===== config.mk =====
export PLATFORM = sky130hd
export DESIGN_NAME = svnet_fifo_arbiter_flat
export DESIGN_NICKNAME = d
export VERILOG_FILES = /design/src/rtl/svnet_arbiter_pkg.sv /design/src/rtl/svnet_fifo_arbiter_if.sv /design/src/rtl/svnet_rr_picker.sv /design/src/rtl/svnet_fifo_arbiter.sv /design/src/flat_wrapper.sv
export SDC_FILE = /design/constraint.sdc
export NUM_CORES = 1
export LEC_CHECK = 0
export CORE_AREA = 10 10 47 49
export CTS_CLUSTER_DIAMETER = 120
export DETAILED_ROUTE_END_ITERATION = 16
export DIE_AREA = 0 0 57 59
export PLACE_DENSITY = 0.35
export REMOVE_ABC_BUFFERS = 1
export SLEW_MARGIN = 0
export SYNTH_ARGS = -nofsm -noshare
export SYNTH_HDL_FRONTEND = slang
export SYNTH_HIERARCHICAL = 1
export SYNTH_SLANG_ARGS = --single-unit

===== constraint.sdc =====
create_clock -name clk -period 2.9 [get_ports clk]
set_input_delay 0.29 -clock clk [delete_from_list [all_inputs] [get_ports clk]]
set_output_delay 0.29 -clock clk [all_outputs]
set_load 0.05 [all_outputs]

===== src/rtl/svnet_arbiter_pkg.sv =====
// Shared types and the round-robin pick helper for the svnet arbiters.
// Used by svnet_fifo_arbiter and svnet_rr_picker.
package svnet_arbiter_pkg;

  localparam int MAX_N = 16;
  localparam int IDX_W = 4;

  typedef enum logic {
    ARB_IDLE,
    ARB_LOCKED
  } arb_state_t;

  typedef struct packed {
    logic             found;
    logic [IDX_W-1:0] idx;
  } rr_pick_t;

  // Rotate by ptr, take the lowest set bit, then map back to a real index.
  function automatic rr_pick_t rr_pick(
    input logic [MAX_N-1:0] req,
    input logic [IDX_W-1:0] ptr,
    input int               n
  );
    rr_pick_t         r;
    logic [MAX_N-1:0] rot;
    logic [IDX_W-1:0] k;
    r   = '0;
    rot = '0;
    for (int i = 0; i < MAX_N; i++) begin
      k = IDX_W'((int'(ptr) + i) % n);
      if (i < n) rot[i] = req[k];
    end
    for (int i = MAX_N - 1; i >= 0; i--) begin
      if (rot[i]) begin
        r.found = 1'b1;
        r.idx   = IDX_W'((int'(ptr) + i) % n);
      end
    end
    return r;
  endfunction

endpackage


===== src/rtl/svnet_fifo_arbiter_if.sv =====
// Requester / FIFO write-port bundle for svnet_fifo_arbiter.
// master drives requests and free space, slave is the arbiter.
interface svnet_fifo_arbiter_if #(
  parameter int N      = 2,
  parameter int WIDTH  = 1,
  parameter int FREE_W = 1
);
  localparam int IW = $clog2(N);

  logic [N-1:0]      req;
  logic [WIDTH-1:0]  req_data [N];
  logic [N-1:0]      req_last;
  logic [N-1:0]      grant;
  logic [FREE_W-1:0] fifo_free_space;
  logic              fifo_write;
  logic [WIDTH-1:0]  fifo_write_data;
  logic [IW-1:0]     fifo_write_id;

  modport master (
    output req, req_data, req_last, fifo_free_space,
    input  grant, fifo_write, fifo_write_data, fifo_write_id
  );

  modport slave (
    input  req, req_data, req_last, fifo_free_space,
    output grant, fifo_write, fifo_write_data, fifo_write_id
  );

endinterface


===== src/rtl/svnet_rr_picker.sv =====
// Combinational round-robin picker: rotate, priority-encode, unrotate.
// Search starts at ptr and wraps modulo N.
module svnet_rr_picker
  import svnet_arbiter_pkg::*;
#(
  parameter  int N  = 2,
  localparam int IW = $clog2(N)
) (
  input  logic [N-1:0]  req,
  input  logic [IW-1:0] ptr,
  output logic          found,
  output logic [IW-1:0] idx
);

  rr_pick_t r;

  always_comb begin
    r     = rr_pick(MAX_N'(req), IDX_W'(ptr), N);
    found = r.found;
    idx   = r.idx[IW-1:0];
  end

endmodule


===== src/rtl/svnet_fifo_arbiter.sv =====
// Round-robin N:1 arbiter onto one FIFO write port, beats tagged by source.
// Burst locking is built when SVNET_FIFO_ARBITER_LOCK_EN is defined.
module svnet_fifo_arbiter
  import svnet_arbiter_pkg::*;
#(
  parameter  int N         = 2,
  parameter  int WIDTH     = 1,
  parameter  int FREE_W    = 1,
  parameter  int MAX_BURST = 16,
  localparam int IW        = $clog2(N)
) (
  input  logic                 clk,
  input  logic                 rst_n,
  svnet_fifo_arbiter_if.slave  bus,
  output logic                 locked,
  output logic [IW-1:0]        owner
);

  logic [IW-1:0] ptr;
  logic [IW-1:0] pick;
  logic [IW-1:0] nxt;
  logic [N-1:0]  elig;
  logic          found;
  logic          take;

  svnet_rr_picker #(.N(N)) u_pick (
    .req   (elig),
    .ptr   (ptr),
    .found (found),
    .idx   (pick)
  );

  // rst_n gates the grant so nothing is written while in reset.
  assign take = rst_n & found & (|bus.fifo_free_space);
  assign nxt  = (pick == IW'(N - 1)) ? '0 : pick + 1'b1;

  always_comb begin
    bus.grant = '0;
    if (take) bus.grant[pick] = 1'b1;
  end

  assign bus.fifo_write      = take;
  assign bus.fifo_write_data = bus.req_data[pick];
  assign bus.fifo_write_id   = pick;

`ifdef SVNET_FIFO_ARBITER_LOCK_EN
  localparam int CW = $clog2(MAX_BURST + 1);

  arb_state_t    state;
  logic [CW-1:0] beat_cnt;
  logic [CW-1:0] cnt_inc;

  assign cnt_inc = (beat_cnt == CW'(MAX_BURST)) ? beat_cnt
                                                : beat_cnt + 1'b1;

  // While locked only the owner may win, even if that leaves a bubble.
  assign elig = (state == ARB_LOCKED) ? (bus.req & (N'(1) << owner))
                                      : bus.req;

  always_ff @(posedge clk or negedge rst_n) begin
    if (!rst_n) begin
      state    <= ARB_IDLE;
      ptr      <= '0;
      owner    <= '0;
      locked   <= 1'b0;
      beat_cnt <= '0;
    end else if (take) begin
      ptr <= nxt;
      unique case (state)
        ARB_IDLE: begin
          owner <= pick;
          if (!bus.req_last[pick] && MAX_BURST > 1) begin
            state    <= ARB_LOCKED;
            locked   <= 1'b1;
            beat_cnt <= CW'(1);
          end
        end
        ARB_LOCKED: begin
          beat_cnt <= cnt_inc;
          if (bus.req_last[pick] || cnt_inc == CW'(MAX_BURST)) begin
            state    <= ARB_IDLE;
            locked   <= 1'b0;
            beat_cnt <= '0;
          end
        end
      endcase
    end
  end

  a_owner_only: assert property (@(posedge clk) disable iff (!rst_n)
    (state == ARB_LOCKED) |-> ((bus.grant & ~(N'(1) << owner)) == '0));
`else
  assign elig   = bus.req;
  assign locked = 1'b0;

  always_ff @(posedge clk or negedge rst_n) begin
    if (!rst_n) begin
      ptr   <= '0;
      owner <= '0;
    end else if (take) begin
      ptr   <= nxt;
      owner <= pick;
    end
  end
`endif

  a_onehot: assert property (@(posedge clk) disable iff (!rst_n)
    $onehot0(bus.grant));

  a_space: assert property (@(posedge clk) disable iff (!rst_n)
    bus.fifo_write |-> (bus.fifo_free_space != '0));

endmodule


===== src/flat_wrapper.sv =====
// flat-port wrapper written by rule: the top's interface ports become plain ports
module svnet_fifo_arbiter_flat import svnet_arbiter_pkg::*;
#(
  parameter  int N         = 2,
  parameter  int WIDTH     = 1,
  parameter  int FREE_W    = 1,
  parameter  int MAX_BURST = 16,
  localparam int IW        = $clog2(N)
)
  (clk, rst_n, locked, owner, bus_req, bus_req_data, bus_req_last, bus_fifo_free_space, bus_grant, bus_fifo_write, bus_fifo_write_data, bus_fifo_write_id);
  svnet_fifo_arbiter_if #(.N(N), .WIDTH(WIDTH), .FREE_W(FREE_W)) bus_i ();
  input  logic clk;
  input  logic rst_n;
  output logic locked;
  output logic [IW-1:0] owner;
  input wire logic [$bits(bus_i.req)-1:0] bus_req;
  input wire logic [$bits(bus_i.req_data)-1:0] bus_req_data;
  input wire logic [$bits(bus_i.req_last)-1:0] bus_req_last;
  input wire logic [$bits(bus_i.fifo_free_space)-1:0] bus_fifo_free_space;
  output wire logic [$bits(bus_i.grant)-1:0] bus_grant;
  output wire logic [$bits(bus_i.fifo_write)-1:0] bus_fifo_write;
  output wire logic [$bits(bus_i.fifo_write_data)-1:0] bus_fifo_write_data;
  output wire logic [$bits(bus_i.fifo_write_id)-1:0] bus_fifo_write_id;
  assign bus_i.req = bus_req;
  assign bus_i.req_data = {>>{bus_req_data}};
  assign bus_i.req_last = bus_req_last;
  assign bus_i.fifo_free_space = bus_fifo_free_space;
  assign bus_grant = bus_i.grant;
  assign bus_fifo_write = bus_i.fifo_write;
  assign bus_fifo_write_data = bus_i.fifo_write_data;
  assign bus_fifo_write_id = bus_i.fifo_write_id;
  svnet_fifo_arbiter #(.N(N), .WIDTH(WIDTH), .FREE_W(FREE_W), .MAX_BURST(MAX_BURST)) u_core (.clk(clk), .rst_n(rst_n), .bus(bus_i), .locked(locked), .owner(owner));
endmodule

# Word-level counts from Yosys, hierarchy flattened
# Cells that the tools add are included.
dict set report op_classes {
  addsub 2
  magnitude_cmp 5
  mux 13
  bitwise 4
  reduce_logical 1
}
# cell n
set op_table {}
lappend op_table {{$mux 5} 2}
lappend op_table {{$mux 1} 8}
lappend op_table {{$lt 1x5->1 const B} 1}
lappend op_table {{$lt 4x5->1 const B} 1}
lappend op_table {{$add 1x1->1 const B} 2}
lappend op_table {{$and 1x1->1} 2}
lappend op_table {{$bmux 1 s2} 1}
lappend op_table {{$ge 2x2->1 const B} 1}
lappend op_table {{$lt 1x2->1 const B} 1}
lappend op_table {{$mux 2} 1}
lappend op_table {{$not 1->2} 1}
lappend op_table {{$and 1x1->1 const A} 1}
lappend op_table {{$demux 1 s1} 1}
lappend op_table {{$ge 1x1->1 const B} 1}
lappend op_table {{$logic_and 1x1->1} 1}
dict set report word_totals {
  ff_bits 2
  output_inout_bits 7
  wordCells 27
}

# Depth between registers and ports, before layout
# Gate-level depths: netlist (run 1).
dict set report depth {
  depth_word 11
  depth_mapped 4
  mapped_depth_nobuf 4
}

# By module
# The synthesis (run 1) kept the hierarchy.
# module n_inst cells_per_inst area_each_um2 seq_area_each_um2
set modules_own_cells {}
lappend modules_own_cells {svnet_fifo_arbiter 1 12 123.9 50.0}
lappend modules_own_cells {svnet_rr_picker 1 3 17.5 0.0}

# Worst setup path before layout (run 1)
# OpenSTA, ideal clock, no wires.
dict set report synth_timing {
  path_kind {register -> output}
  startpoint {register u_core.ptr}
  endpoint {output bus_fifo_write_data}
  arrival_time_ps 1779
  t_required_ps 2610
  slack_ps 831
  path_stages_with_launch 4
  path_buffers 0
  path_cell_list {dfrtp_1 inv_1 a21boi_1 mux2_2}
}
dict set report synth_between {
  elab_chain_len 10
  elab_cells_between_ends 12
  cone_classes {add/sub (1); mux (9); bitwise (2)}
}
# element line_no
set synth_lines {}
lappend synth_lines {{start, declared} svnet_fifo_arbiter.sv:19} ;# logic [IW-1:0] ptr;
lappend synth_lines {{start signal, assigned} svnet_fifo_arbiter.sv:101} ;# ptr <= nxt;
lappend synth_lines {{$add 1x1->1} {svnet_arbiter_pkg.sv:30, svnet_arbiter_pkg.sv:36}}
lappend synth_lines {{$and 1x1->1 (no source line)} -}
lappend synth_lines {{$bmux 1 s2} svnet_arbiter_pkg.sv:31} ;# if (i < n) rot[i] = req[k];
lappend synth_lines {{$mux 1 (implied by the code)} svnet_arbiter_pkg.sv:31}
lappend synth_lines {{$mux 5} svnet_arbiter_pkg.sv:34} ;# if (rot[i]) begin
lappend synth_lines {{$mux 5 *} svnet_arbiter_pkg.sv:34}
lappend synth_lines {{named net bus_fifo_write_id} flat_wrapper.sv:23} ;# output wire logic [$bits(bus_i.fifo_write_id)-1:0] bus_fifo_write_id;
lappend synth_lines {{$not 1->2 (implied by the code) *} svnet_fifo_arbiter.sv:43} ;# assign bus.fifo_write_data = bus.req_data[pick];
lappend synth_lines {{$mux 1 (implied by the code) * (3 in series)} svnet_fifo_arbiter.sv:43}
lappend synth_lines {{end, declared} flat_wrapper.sv:22} ;# output wire logic [$bits(bus_i.fifo_write_data)-1:0] bus_fifo_write_data;
# Mark *: on every way through the listed nets, which the timed path passes. The rest lies on a longest branch. The select of a mux whose other input is x is not followed.

# Final worst setup path (run 1)
dict set report layout_timing {
  startpoint {input bus_req[1]}
  endpoint {output bus_grant[1]}
}
dict set report layout_between {
  elab_chain_len 9
  elab_cells_between_ends 14
  cone_classes {order compare (2); mux (9); bitwise (2); reduce/logical (1)}
}
# element line_no
set layout_lines {}
lappend layout_lines {{start, declared} flat_wrapper.sv:16} ;# input wire logic [$bits(bus_i.req)-1:0] bus_req;
lappend layout_lines {{$bmux 1 s2} svnet_arbiter_pkg.sv:31}
lappend layout_lines {{$mux 1 (implied by the code)} svnet_arbiter_pkg.sv:31}
lappend layout_lines {{$mux 5} svnet_arbiter_pkg.sv:34}
lappend layout_lines {{$mux 5 *} svnet_arbiter_pkg.sv:34}
lappend layout_lines {{$lt 1x2->1 (implied by the code) or $ge 1x1->1 (tied branches)} svnet_fifo_arbiter.sv:39} ;# if (take) bus.grant[pick] = 1'b1;
lappend layout_lines {{$logic_and 1x1->1 (implied by the code)} svnet_fifo_arbiter.sv:39}
lappend layout_lines {{$mux 1 (implied by the code)} svnet_fifo_arbiter.sv:39}
lappend layout_lines {{$demux 1 s1} -}
lappend layout_lines {{$mux 2 *} svnet_fifo_arbiter.sv:39}
lappend layout_lines {{end, declared} flat_wrapper.sv:20} ;# output wire logic [$bits(bus_i.grant)-1:0] bus_grant;
# Every way passes the cells marked *; elsewhere a longest branch is shown, timed or not. The select of a mux whose other input is x is not followed.

==> results by group, run 1 <==
Outcome
  • Status: finished clean

Route
  • Drt wl/cell: 10.9 um
  • DR pass1 iterations: 2
  • Routed vias: 142
  • DRC viols: 0
  • Routed WL: 492 um
  • Via density: 3.16
  • DRT antenna net count: 0
  • 1st-iter DRT viols: 1

Synth
  • Area share of and/or/nand/nor cells after synthesis: 0.221
  • Post-Syn Area: 141 um^2
  • Area share of fa/ha/maj cells after synthesis: 0
  • Most used DFF post-synth: dfrtp_1
  • Mux share of post-synthesis cell area: 0.150
  • Largest cells by area after synthesis: dfrtp_1 (35%), and4_4 (8.0%), inv_1 (8.0%), mux2_2 (8.0%), mux2i_1 (7.1%)
  • Async SR Flop Fraction: 1.00
  • Most frequent cell after synthesis: inv_1
  • Cell variety after synth: 12
  • Share of the synthesized area in the top cell type: 0.354
  • Post-synthesis xor/xnor area fraction: 0
  • Synth Area in Compound Gates: 0.115
  • Post-synth top cells: inv_1 (3), dfrtp_1 (2)
  • Main combinational cell family by area after synthesis: simple AND/OR/NAND/NOR gates
  • Mean area per synthesized cell: 9.43 um^2
  • Synth warn: 6
  • Number of synthesized flops with an enable pin: 0
  • Synth area leader: dfrtp_1
  • Cells after Synth: 15
  • Synthesis-stage register bit count: 2
  • Sequential area share after synthesis: 0.354

Cells and area
  • Footprint of the multi-input gates: 72.6 um^2
  • Final #Nets: 40
  • Non-filler cells, final: 45
  • Register Area: 50.0 um^2
  • Diode count: 0
  • Fin util: 0.212
  • Area grow syn2layout: 110%
  • Layout cell share with drive strength beyond 1: 0.241
  • Fill cells: 167

Clocking
  • Hold_buf cts: 0
  • CTS tree: built
  • Clk sinks: 2
  • Htree depth: 1
  • Resized Gates After CTS: 0
  • Clk pin slew, worst setup/hold paths: 0.03 ns
  • Clk buf depth: 2
  • Setup Fix Bufs, Post-CTS: 0
  • CTS root buf: clkbuf_4
  • Worst-Skew Late Latency: 0.22 ns
  • TritonCTS buffer count: 3

Pwr
  • Leakage: 0.141 nW
  • Switching pwr: 0.0000588 W
  • Internal power: 0.000106 W
  • Tot Pwr: 0.000164 W
  • Switch share: 0.357
  • Comb power frac: 0.414
  • Clock Power Share: 0.366
  • PD cells: 555 nW/um^2
  • VDD IR max: 0.204 mV
  • Seq pwr share: 0.220

Placed design
  • RD Place Congestion: 0.676
  • Pre-CTS setup slack: 0.403 ns
  • PortBufs: 12
  • Inst Count DP: 42
  • Dpl hpwl: 424 um

GRT
  • Gr usage total: 0.0346
  • Grt ovf: 0
  • Initial antenna violation count: 0
  • Vias in the first global route: 168
  • First-pass GRT wire length: 765 um
  • Pin count of the biggest net entering global routing: 6

Timing
  • Slew Viols, Final: 0
  • Worst slew pin tran: 0.507 ns
  • Final Skew: 0.00233 ns
  • Period utilization: 0.856
  • Final setup viols: 0
  • Setup TNS Final: 0 ns
  • Relative slew slack: 0.661
  • Final Hold Vio Count: 0
  • Final setup margin: 0.418 ns
  • RSZ-0062 raised after global routing: no
  • Post-layout min period: 2.48 ns
  • Peak Freq: 0.403 GHz

Die
  • Die footprint: 3360 um^2
  • FP Rows: 14
  • Die Wd: 57 um
  • Die height: 59 um
  • Core Region: 1400 um^2
  • # IOs: 16
  • Initial Util: 0.101

Critical path
  • Required time of the critical path: 2.61 ns
  • Largest fanout on the critical path: 5
  • Crit start category: input port
  • Worst r2r src: u_core/ptr$_DFFE_PN0P_
  • Crit Path Category: in -> out
  • Arrival time at the worst endpoint: 2.19 ns
  • Nature of the critical path endpoint: output port
  • CP startpoint: bus_req[1]

Job
  • Max_cap viols: 0

Hold path
  • Hold Crit Class: in -> async
-- metrics by stage --
step                      cell area, um^2  hold WS, ns
after floorplan                       134     -0.00559
after global placement                274        0.466
after global routing                  297        0.283
after CTS                             297        0.269
final                                 297        0.278
after detailed placement              274        0.472
-- kinds of logic after synthesis --
family          Yosys count
simple gates              4
other cells               1
flops                     2
compound gates            2
buf+inv                   4
mux                       2
-- power by group through the flow --
stage	Sequential, W	Clock [W]	Combinational (W)
after CTS	0.0000361	0.0000653	0.0000688
after global placement	0.0000365	0	0.0000681
after floorplan	0.0000445	0	0.0000347
after global routing	0.0000364	0.0000685	0.0000726
after detailed placement	0.0000364	0	0.0000684
final	0.0000362	0.0000602	0.0000681
-- sequential cells by signal, summed over array words and instances (netlist names) --
register      count
u_core/owner      1
u_core/ptr        1
-- cells in the final DEF, fill, tap and decap left out --
cell / count
nor2_1: 1
mux2_2: 1
a21boi_1: 1
clkdlybuf4s50_1: 12
dfrtp_1: 2
conb_1: 1
nand3_2: 1
clkbuf_4: 3
and4_4: 1
inv_1: 3
a21o_2: 1
or2_1: 1
mux2i_1: 1
-- critical path: stages --
cell             delay [ns]
clkdlybuf4s50_1        0.46
a21boi_1               0.34
and4_4                 0.29
clkdlybuf4s50_1        0.80
-- final cells by class --
type / count / share of cell area
clock buffers: 3 / 0.0759
inverters: 3 / 0.0380
multi-input cells: 9 / 0.245
flip-flops and latches: 2 / 0.169
well taps: 16 / 0.0675
repair buffers: 12 / 0.405
-- per-layer routing --
metal / track usage / wire length, um / share of wire
met1: 0.0345 / 249 / 0.51
met2: 0.0233 / 105 / 0.21
met3: 0.0579 / 136 / 0.28
met4: 0.0302 / 0 / 0
met5: 0 / 0 / 0
-- path summary, 6_finish.rpt --
check | slack [ns] | endpoint | cells past startpoint
max | 0.42 | bus_grant[1] | 4
min | 0.28 | u_core/owner$_DFFE_PN0P_ | 1
max reg2reg | 1.80 | u_core/owner$_DFFE_PN0P_ | 4
min reg2reg | 0.48 | u_core/owner$_DFFE_PN0P_ | 1
max in group asynchronous | 2.45 | u_core/ptr$_DFFE_PN0P_ | 1
min in group clk | 0.48 | u_core/owner$_DFFE_PN0P_ | 1
(Power assumes the default switching activity.)
==> run 2, diff against run 1 <==
--- a/config.mk
+++ b/config.mk
@@ -5,11 +5,11 @@
 export SDC_FILE = /design/constraint.sdc
 export NUM_CORES = 1
 export LEC_CHECK = 0
-export CORE_AREA = 10 10 47 49
+export CORE_AREA = 2 2 39 41
 export CTS_CLUSTER_DIAMETER = 120
 export DETAILED_ROUTE_END_ITERATION = 16
-export DIE_AREA = 0 0 57 59
-export PLACE_DENSITY = 0.35
+export DIE_AREA = 0 0 41 43
+export PLACE_DENSITY = 0.37
 export REMOVE_ABC_BUFFERS = 1
 export SLEW_MARGIN = 0
 export SYNTH_ARGS = -nofsm -noshare
==> constraint.sdc (replaced) <==
create_clock -name clk -period 2.2 [get_ports clk]
set_input_delay 0.22 -clock clk [delete_from_list [all_inputs] [get_ports clk]]
set_output_delay 0.22 -clock clk [all_outputs]
set_load 0.05 [all_outputs]
==> run 2 against run 1 <==
  * Final area increased by 6.8%
  * Flip-flop and latch count unchanged
  * First-iteration DRC count decreased by 100%
  * Clock-buffer cell count is the same
  * Combinational power grew 44%
  * Core utilization up 1.7 points
  * Clock skew shrank 0.0023 ns
  * Sequential share of layout area decreased by 1.1 points
  * Sequential power rose by 34%
  * Register-to-register slack worse by 0.71 ns
  * Wire length down 17%
==> results by group, run 2 (synthesized netlist as in run 1, its figures left out) <==
Timing
  • Final Hold Vio Count: 0 (unchanged)
  • Final Skew: 0.00000505 ns (-0.00232 ns)
  • Post-layout min period: 1.66 ns
  • Final setup viols: 0 (unchanged)
  • RSZ-0062 raised after global routing: no
  • Setup TNS Final: 0 ns (unchanged)
  • Slew Viols, Final: 0 (unchanged)
  • Peak Freq: 0.603 GHz
  • Period utilization: 0.753

Die
  • Die footprint: 1760 um^2 (-48%)
  • Die height: 43 um (-27%)
  • Initial Util: 0.102 (+0.00128)
  • FP Rows: 14 (unchanged)
  • Core Region: 1380 um^2 (-1.2%)
  • # IOs: 16 (unchanged)
  • Die Wd: 41 um (-28%)

Critical path
  • Crit start category: input port
  • Crit Path Category: in -> out
  • CP startpoint: bus_req[1]
  • Nature of the critical path endpoint: output port
  • Required time of the critical path: 1.98 ns (-0.63 ns)
  • FF-to-FF setup slack: 1.09 ns (-0.71 ns)
  • Largest fanout on the critical path: 4 (-1)
  • Arrival time at the worst endpoint: 1.44 ns (-0.75 ns)
  • Worst r2r dst: u_core/owner$_DFFE_PN0P_
  • Worst r2r src: u_core/ptr$_DFFE_PN0P_
  • Worst r2r path cells: 5 (+1)

Route
  • Drt wl/cell: 8.91 um (-18%)
  • Via density: 3.41 (+8.2%)
  • DR WL met2: 144 um (+37%)
  • DRC viols: 0 (unchanged)
  • Routed vias: 157 (+11%)
  • Met3 WL: 78 um (-43%)
  • Metal-1 WL: 188 um (-24%)
  • 1st-iter DRT viols: 0 (-1)
  • Highest metal used: met3
  • DR pass1 iterations: 1 (-1)
  • Routed WL: 410 um (-17%)
  • DRT antenna net count: 0 (unchanged)

Hold path
  • Hold Crit Class: in -> async

Job
  • Max_cap viols: 0 (unchanged)

Clocking
  • CTS tree: built
  • Setup Fix Bufs, Post-CTS: 0 (unchanged)
  • Clk buf depth: 2 (unchanged)
  • Htree depth: 1 (unchanged)
  • Clk pin slew, worst setup/hold paths: 0.03 ns (about the same)
  • Worst-Skew Late Latency: 0.22 ns (about the same)
  • TritonCTS buffer count: 3 (unchanged)
  • Clk sinks: 2 (unchanged)
  • Hold_buf cts: 0 (unchanged)
  • CTS root buf: clkbuf_4
  • Resized Gates After CTS: 0 (unchanged)

Cells and area
  • Post-route cell area: 317 um^2 (+6.8%)
  • Layout cell share with drive strength beyond 1: 0.433 (+0.192)
  • Final #Nets: 41 (+2.5%)
  • Area grow syn2layout: 124%
  • Most common cell after layout, fill and taps aside: clkdlybuf4s50_1
  • Biggest regs: u_core/owner: 1 flops, u_core/ptr: 1 flops
  • Most frequent cells in the layout: clkdlybuf4s50_1 (7), buf_4 (4), clkbuf_4 (3), inv_1 (3)
  • Diode count: 0 (unchanged)

Placed design
  • PortBufs: 12 (unchanged)
  • Cell Area, Placed: 294 um^2 (+7.3%)
  • RD Place Congestion: 0.609 (-9.9%)

Pwr
  • Tot Pwr: 0.000227 W (+38%)
  • PD cells: 716 nW/um^2 (+29%)
  • VDD IR max: 0.191 mV (-6.2%)
  • Leakage: 0.161 nW (+14%)

Outcome
  • Status: finished clean

GRT
  • Pin count of the biggest net entering global routing: 5 (-1)
  • Grt ovf: 0 (unchanged)
  • Vias in the first global route: 173 (+3.0%)
  • Gr usage total: 0.0652 (+0.0306)
  • First-pass GRT wire length: 703 um (-8.1%)
  • Initial antenna violation count: 0 (unchanged)
[run 2: report_power, final]
part	leakage, nW	internal (W)	switching (W)
combinational	0.123	0.0000419	0.0000560
sequential	0.0237	0.0000443	0.00000410
clock	0.0138	0.0000601	0.0000204
[run 2: layout make-up]
type	count	area, um^2
fillers	152	1070
well taps	16	20.0
clock buffers	3	22.5
inverters	3	11.3
repair buffers	13	140
multi-input cells	9	72.6
flip-flops and latches	2	50.0
[run 2: worst max path at each step]
stage,slack [ns],to
global placement,0.55,bus_fifo_write_data
CTS,0.53,bus_grant[1]
detailed placement,0.53,bus_grant[1]
global route,0.49,bus_grant[1]
finish,0.54,bus_grant[1]
floorplan,0.20,bus_fifo_write_data
[run 2: through the flow]
| stage | hold WS [ns] | setup slack (ns) | util | instances |
|---|---|---|---|---|
| global route | 0.210 | 0.491 | 0.229 | 46 |
| global placement | 0.436 | 0.550 | 0.212 | 43 |
| floorplan | -0.0756 | 0.201 | - | 14 |
| CTS | 0.198 | 0.531 | 0.229 | 46 |
| detailed placement | 0.438 | 0.533 | 0.212 | 43 |
| finish | 0.205 | 0.543 | 0.229 | 46 |
[run 2: layer usage]
metal | track usage | vias to the layer above
met3 | 0.0681 | 0
met2 | 0.0625 | 14
met5 | 0 | -
met1 | 0.0833 | 65
met4 | 0.0400 | 0
li1 | - | 78
[run 2: critical path, stage by stage]
cell and delay [ns]:
clkdlybuf4s50_1 0.47, a21boi_1 0.21, buf_4 0.17, and4_4 0.23, buf_12 0.13
